File: config.mk
export PLATFORM = sky130hd
export DESIGN_NAME = lector_display_7seg
export DESIGN_NICKNAME = d
export VERILOG_FILES = /design/src/rtl/lector_display_7seg_pkg.sv /design/src/rtl/lector_display_7seg_decodificador.sv /design/src/rtl/lector_display_7seg.sv
export SDC_FILE = /design/constraint.sdc
export NUM_CORES = 1
export LEC_CHECK = 0
export CAP_MARGIN = 10
export CORE_AREA = 2 2 101 103
export CTS_CLUSTER_SIZE = 24
export DETAILED_ROUTE_END_ITERATION = 10
export DIE_AREA = 0 0 103 105
export SLEW_MARGIN = 20
export SYNTH_ARGS = -nofsm -noshare
export SYNTH_HDL_FRONTEND = slang
export SYNTH_HIERARCHICAL = 1
export SYNTH_SLANG_ARGS = --single-unit
File: constraint.sdc
create_clock -name clk -period 2.5 [get_ports clk]
set_clock_uncertainty 0.2 [all_clocks]
set_input_delay 0.5 -clock clk [delete_from_list [all_inputs] [get_ports clk]]
set_output_delay 0.5 -clock clk [all_outputs]
set_load 0.03 [all_outputs]
File: src/rtl/lector_display_7seg_pkg.sv
// Shared types and 7-segment patterns for the display
// loopback reader.
package pkg_display;

  localparam int NUM_DIGITOS = 3;

  typedef logic [3:0] bcd_t;
  typedef logic [6:0] seg_t;

  // Patterns in {g,f,e,d,c,b,a} order, active-high
  localparam seg_t SEG_0     = 7'h3F;
  localparam seg_t SEG_1     = 7'h06;
  localparam seg_t SEG_2     = 7'h5B;
  localparam seg_t SEG_3     = 7'h4F;
  localparam seg_t SEG_4     = 7'h66;
  localparam seg_t SEG_5     = 7'h6D;
  localparam seg_t SEG_6     = 7'h7D;
  localparam seg_t SEG_7     = 7'h07;
  localparam seg_t SEG_8     = 7'h7F;
  localparam seg_t SEG_9     = 7'h6F;
  localparam seg_t SEG_9_ALT = 7'h67;

endpackage

File: src/rtl/lector_display_7seg_decodificador.sv
// Combinational 7-segment to BCD decoder; anything outside
// the decimal set yields 4'hF and flags invalido.
module decodificador_7seg_bcd
  import pkg_display::*;
(
  input  seg_t seg,
  output bcd_t bcd,
  output logic invalido
);

  always_comb begin
    bcd      = 4'hF;
    invalido = 1'b0;
    unique case (seg)
      SEG_0:            bcd = 4'd0;
      SEG_1:            bcd = 4'd1;
      SEG_2:            bcd = 4'd2;
      SEG_3:            bcd = 4'd3;
      SEG_4:            bcd = 4'd4;
      SEG_5:            bcd = 4'd5;
      SEG_6:            bcd = 4'd6;
      SEG_7:            bcd = 4'd7;
      SEG_8:            bcd = 4'd8;
      SEG_9, SEG_9_ALT: bcd = 4'd9;
      default:          invalido = 1'b1;
    endcase
  end

endmodule

File: src/rtl/lector_display_7seg.sv
// Reads a scanned 3-digit 7-segment display back into BCD,
// one frame per full scan, with pattern and signal-loss flags.
module lector_display_7seg
  import pkg_display::*;
#(
  parameter int STABLE_CYCLES  = 4,
  parameter int TIMEOUT_CYCLES = 65535,
  parameter int SEG_ACT_LOW    = 0,
  parameter int AN_ACT_LOW     = 0
) (
  input  logic        clk,
  input  logic        rst,
  input  logic [6:0]  segmentos_in,
  input  logic [2:0]  anodos_in,
  output logic [11:0] valor_bcd,
  output logic        valido,
  output logic        error_patron,
  output logic        sin_senal
);

  localparam int CW = $clog2(STABLE_CYCLES + 1);
  localparam int TW = $clog2(TIMEOUT_CYCLES + 1);
  localparam logic [CW-1:0] C_MAX  = CW'(STABLE_CYCLES);
  localparam logic [TW-1:0] T_MAX  = TW'(TIMEOUT_CYCLES);
  localparam logic [TW-1:0] T_LAST = TW'(TIMEOUT_CYCLES - 1);

  logic [9:0]    sync1, sync2;
  seg_t          seg_n, prev_seg;
  logic [2:0]    an_n, prev_an;
  logic [CW-1:0] cnt, cnt_nx;
  logic [TW-1:0] tcnt;
  logic [2:0]    mask, mask_nx;
  logic          one_hot, multi_hot, same, cap, armed;
  bcd_t          bcd;
  logic          invalido;
  bcd_t          dig [NUM_DIGITOS];

  assign seg_n = (SEG_ACT_LOW != 0) ? ~sync2[6:0] : sync2[6:0];
  assign an_n  = (AN_ACT_LOW != 0)  ? ~sync2[9:7] : sync2[9:7];

  decodificador_7seg_bcd u_dec (
    .seg      (seg_n),
    .bcd      (bcd),
    .invalido (invalido)
  );

  // Capture fires on the cycle the stability count reaches its target
  always_comb begin
    one_hot   = (an_n == 3'b001) || (an_n == 3'b010)
             || (an_n == 3'b100);
    multi_hot = (an_n != 3'b000) && !one_hot;
    same      = ({an_n, seg_n} == {prev_an, prev_seg});
    cnt_nx    = '0;
    if (one_hot && same)
      cnt_nx = (cnt == C_MAX) ? C_MAX : cnt + 1'b1;
    cap     = one_hot && !armed && (cnt_nx == C_MAX);
    mask_nx = (mask == 3'b111) ? 3'b000 : mask;
    if (cap)
      mask_nx = mask_nx | an_n;
    else if (tcnt == T_LAST)
      mask_nx = 3'b000;
  end

  always_ff @(posedge clk) begin
    if (rst) begin
      sync1        <= '0;
      sync2        <= '0;
      prev_an      <= '0;
      prev_seg     <= '0;
      cnt          <= '0;
      tcnt         <= '0;
      armed        <= 1'b0;
      mask         <= '0;
      valor_bcd    <= '0;
      valido       <= 1'b0;
      error_patron <= 1'b0;
      sin_senal    <= 1'b0;
      for (int i = 0; i < NUM_DIGITOS; i++)
        dig[i] <= '0;
    end else begin
      sync1    <= {anodos_in, segmentos_in};
      sync2    <= sync1;
      prev_an  <= an_n;
      prev_seg <= seg_n;
      cnt      <= cnt_nx;
      mask     <= mask_nx;
      if (an_n != prev_an)
        armed <= 1'b0;
      else if (cap)
        armed <= 1'b1;
      for (int i = 0; i < NUM_DIGITOS; i++)
        if (cap && an_n[i])
          dig[i] <= bcd;
      valido <= (mask == 3'b111);
      if (mask == 3'b111)
        valor_bcd <= {dig[2], dig[1], dig[0]};
      if (multi_hot || (cap && invalido))
        error_patron <= 1'b1;
      if (cap) begin
        tcnt      <= '0;
        sin_senal <= 1'b0;
      end else if (tcnt != T_MAX) begin
        tcnt <= tcnt + 1'b1;
        if (tcnt == T_LAST)
          sin_senal <= 1'b1;
      end
    end
  end

endmodule

**Word-level counts from Yosys, hierarchy flattened**

Memories as Yosys holds them, arrays and structs flattened. A register that Yosys moved wholly into a read port is not among the register bits.
Index checks and enable logic that the tools add are counted.

- Add/subtract/negate cells: 2
- Equal/unequal tests: 21
- Muxes and demuxes: 21
- Bitwise gates (word level): 4
- Reduce and logical (&&, ||, !) cells: 19

Operators with widths:

| cell | count |
|---|---|
| $eq A7 B7 Y1 const B | 8 |
| $pmux W4 S10 | 1 |
| $add A16 B1 Y16 const B | 1 |
| $eq A16 B16 Y1 const B | 1 |
| $ne A16 B16 Y1 const B | 1 |
| $mux W3 | 5 |
| $eq A7 B3 Y1 const B | 2 |
| $eq A3 B3 Y1 const B | 4 |
| $mux W1 | 12 |
| $mux W4 | 3 |
| $reduce_or A11 Y1 | 1 |
| $eq A10 B10 Y1 | 1 |
| $logic_and A1 B1 Y1 | 8 |
| $eq A7 B6 Y1 const B | 1 |
| $reduce_or A2 Y1 | 3 |
| $add A3 B1 Y3 const B | 1 |
| $eq A3 B1 Y1 const B | 1 |
| $eq A3 B2 Y1 const B | 1 |
| $logic_or A1 B1 Y1 | 3 |
| $ne A3 B3 Y1 | 1 |
| $or A1 B1 Y1 | 3 |
| $or A3 B3 Y3 | 1 |
| $reduce_bool A3 Y1 | 1 |
| $logic_not A1 Y1 | 2 |
| $reduce_and A2 Y1 | 1 |

- Register bits: 56
- Memory bits (writable): 12
- Input bits: 12
- Output and inout port bits: 15
- Word-level logic and storage cells: 79
- Memories kept: 1

Memories:

| name | depth | bits a word | read ports | clocked after memory_dff | write ports | RTL line | source |
|---|---|---|---|---|---|---|---|
| dig | 3 | 4 | 3 | 3 | 3 | lector_display_7seg.sv:36 | `bcd_t dig [NUM_DIGITOS];` |

**Depth between registers and ports, before layout**

- Depth after elaboration: 12
- Mapped depth: 8

**Modules after synthesis**

The synthesis kept the hierarchy.

By module, submodules not included:

| module | times used | cells each | area each (µm²) |
|---|---|---|---|
| lector_display_7seg | 1 | 292 | 3,025.4 |
| decodificador_7seg_bcd | 1 | 41 | 300.3 |

**Worst setup path before layout**

OpenSTA, ideal clock, no wires.

- Kind: reg-to-reg
- Start: register cnt[0]
- End: memory dig[0][4] (netlist name), enable pin
- Arrival: 1,513 ps
- Data required time: 1,995 ps
- Path slack: 481 ps
- Cell stages (with the launch flop): 7
- Path buffers: 1
- Cell sequence: dfxtp_1 -> inv_1 -> ha_1 -> nor4_4 -> and2_1 -> buf_2 -> a21o_1

RTL lines:

| what | RTL line | source |
|---|---|---|
| start, declared | lector_display_7seg.sv:30 | `logic [CW-1:0] cnt, cnt_nx;` |
| start signal, assigned | lector_display_7seg.sv:85 | `cnt <= cnt_nx;` |
| end, declared | lector_display_7seg.sv:36 |  |

==> metrics.md <==
| Metric | Value |
|---|---|
| Relative slew margins | 0.619 |
| Core Rows | 36 |
| Largest cells by area after synthesis | dfxtp_1 (41%), edfxtp_1 (11%), nor2b_1 (5.8%) |
| Initial cell density of the core | 0.345 |
| Ys Warns | 6 |
| TritonCTS buffer count | 9 |
| VDD IR-drop max | 0.274 mV |
| Die Y | 105 um |
| Max H-tree Level | 3 |
| Hold endpoint | sync2[2]$_SDFF_PP0_ |
| Fin. max-slew vios | 0 |
| Synth Cell Area | 3330 um2 |
| Hold Violations, Final | 0 |
| Worst hold path class | flop to flop |
| Psw | 0.000538 W |
| Worst slew pin tran | 563 ps |
| Share of layout cells above drive strength 1 | 0.0975 |
| Synth-to-layout area growth | 15.7% |
| DIE WIDTH | between 100 and 150 um |
| Gate count of the mapped netlist | 333 |
| GP Congestion | 0.789 |
| # hold bufs at CTS | 0 |
| First-pass GRT wire length | 9480 um |
| Max Cap Viol | 0 |
| Critical Path AT | around 2100 ps |
| Switching share of power | 0.229 |
| Final period util | 0.910 |
| Status | complete, no violations |
| Detailed Route WL | 5530 um |
| Initial antenna violation count | 0 |
| Clk Tree Root Cell | clkbuf_8 |
| DRT iter0 DRCs | 113 |
| Combinational group share of total power | 0.048 |
| Vias in the first global route | 2,032 |
| # setup viols final | 0 |
| Setup crit start kind | flop |
| Total Die Area | 10,800 um2 |
| CTS resizes | 0 |
| Clk buf depth | 2 |
| FF-to-FF setup slack | 230 ps |
| Fin area | 3850 um2 |
| CTS sink cnt | 80 |
| Nets | 370 |
| Worst skew pair latency | around 330 ps |
| Detailed Place HPWL | 3740 um |
| Hold WS | about 240 ps |
| Fmax | 440 MHz |
| CP max FO | 5 |
| Worst Hold Launch | sync1[2]$_SDFF_PP0_ |
| Drt wl/cell | 11.2 um |
| Internal power | 0.00181 W |
| Clk pwr share | 0.373 |
| Hold Path Depth | 1 |
| Sequential area share after synthesis | 0.518 |
| Fin crit period | 2270 ps |
| Antenna Nets Post-Route | 0 |
| DR vias/cell | roughly 4.6 |
| Power Dens Cells | 611 nW/um2 |
| R2R cell count | 5 |
| Via count | 2,252 |
| Crit Reg-Reg Endpoint | dig[0][7]$_DFFE_PP_ |
| Netlist cell types | 54 |
| Finished Core Util | 0.399 |
| Placed cell area | 3660 um2 |
| RR Startpoint | cnt[0]$_SDFF_PP0_ |
| Top cell type's share of synthesized area | 0.409 |
| Crit Path Category | flop to flop |
| IO Pins | 27 |
| RSZ-0062 raised after global routing | true |
| Sequential fraction of design power | 0.578 |
| Leading area contributor after synthesis | dfxtp_1 |
| N_diodes | 0 |
| Syn nets | 349 |
| IO Port Bufs | 26 |
| Drt pass-1 iters | 4 |
| Total grt overflow | 0 |
| FF+latch count, synth | 80 |
| Setup Buffers After CTS | 0 |
| Pleak | between 1 and 1.5 nW |
| Post-Syn Area per Cell | about 10 um2 |
| Largest net degree at the start of global routing | 32 |
| Residual DRC | 0 |
| Type of element capturing the critical path | flop |
| GRT Overall Usage | 0.109 |
| Reg clk slew, reported paths | ~80 ps |
| Core area | ~9600 um2 |
| CTS tree | yes |
| Worst path required time | 2360 ps |
[flip-flops by register name (all words and copies together), names as in the netlist, 3 cells and up]
signal,cells
sync2,10
dig,12
cnt,3
prev_seg,7
sync1,10
tcnt,16
valor_bcd,12
prev_an,3
mask,3
[worst max path at each step]
stage                            from                   end  slack (ps)
finish              cnt[0]$_SDFF_PP0_   dig[0][7]$_DFFE_PP_         230
global route        cnt[0]$_SDFF_PP0_   dig[0][7]$_DFFE_PP_         -50
CTS                 cnt[0]$_SDFF_PP0_   dig[0][6]$_DFFE_PP_         200
detailed placement  cnt[0]$_SDFF_PP0_  dig[0][10]$_DFFE_PP_         220
global placement    cnt[0]$_SDFF_PP0_  dig[0][11]$_DFFE_PP_         340
floorplan           cnt[0]$_SDFF_PP0_   dig[0][4]$_DFFE_PP_         480
[cell usage in the layout (no fill, tap or decap), drive strengths merged, types with 7 or more instances in the layout]
| master | instances |
|---|---|
| xor2 | 7 |
| nand3 | 15 |
| nor2 | 26 |
| clkbuf | 13 |
| nor2b | 31 |
| inv | 8 |
| clkdlybuf4s50 | 25 |
| nor3 | 9 |
| dfxtp | 68 |
| a21oi | 18 |
| edfxtp | 12 |
| nand2 | 35 |
| xnor2 | 19 |
[synthesized netlist by cell type, drive strengths merged]
cell / instances
nor2: 26
nand3: 15
o21a: 1
a221oi: 1
o2111ai: 1
xnor2: 19
o21bai: 1
a211oi: 6
clkbuf: 9
dfxtp: 68
o211ai: 2
edfxtp: 12
nor4: 1
a32oi: 1
and4bb: 1
nor3: 9
nand2: 35
nor2b: 31
nand4: 6
buf: 11
o2bb2ai: 4
inv: 6
o21ai: 4
a31oi: 2
nor4b: 4
and2: 3
ha: 4
a21o: 4
and3: 5
o32ai: 1
nand3b: 2
a21oi: 18
nor3b: 1
maj3: 2
a22oi: 2
and4: 2
or3b: 1
and4b: 1
or2: 1
and2b: 1
xor2: 7
nand2b: 1
a2111oi: 1
[critical path: stages (launching register included)]
cell and delay (ps):
dfxtp_1 380, inv_1 60, ha_1 330, nor4_4 360, nand2_1 160, nor4b_1 520
[routing by layer]
metal  track usage  up-vias  part of all wire
met2         0.157       46              0.42
met1         0.150     1023              0.53
met5             0        -                 0
li1              -     1179                 -
met4        0.0442        0             0.013
met3        0.0314        4             0.041
[power groups by stage]
stage | clock (W) | sequential (W) | combinational (W)
finish | 0.000878 | 0.00136 | 0.000113
global route | 0.000964 | 0.00136 | 0.000128
CTS | 0.000910 | 0.00136 | 0.000115
detailed placement | 0 | 0.00139 | 0.000114
global placement | 0 | 0.00139 | 0.000114
floorplan | 0 | 0.00138 | 0.0000915
[layout make-up]
cell class	count	area [um2]
clock buffer	13	159
inverter	6	22.5
multi-input combinational	227	1470
clock inverter	3	23.8
timing repair buffer	30	285
sequential	80	1720
tap	133	166
fill	946	5790
[per-stage QoR]
stage,worst slack (ps),TNS (ps),total power (W),instances
6_report,226,0,0.00235,492
5_1_grt,-47.7,-287,0.00246,492
4_1_cts,204,0,0.00238,492
3_5_place_dp,223,0,0.00150,476
3_3_place_gp,343,0,0.00150,476
2_1_floorplan,481,0,0.00147,333
[cells by family (layout without fill, tap and decap cells)]
group / count (synthesis) / in the layout / synth area share
AND/OR/NAND/NOR: 146 / 146 / 0.245
adder cells (fa/ha/maj): 6 / 6 / 0.0211
XOR/XNOR: 26 / 26 / 0.0685
AO/OA/AOI/OAI: 49 / 49 / 0.107
buffers and inverters: 26 / 52 / 0.0406
flip-flops: 80 / 80 / 0.518
(Power assumes the default switching activity.)
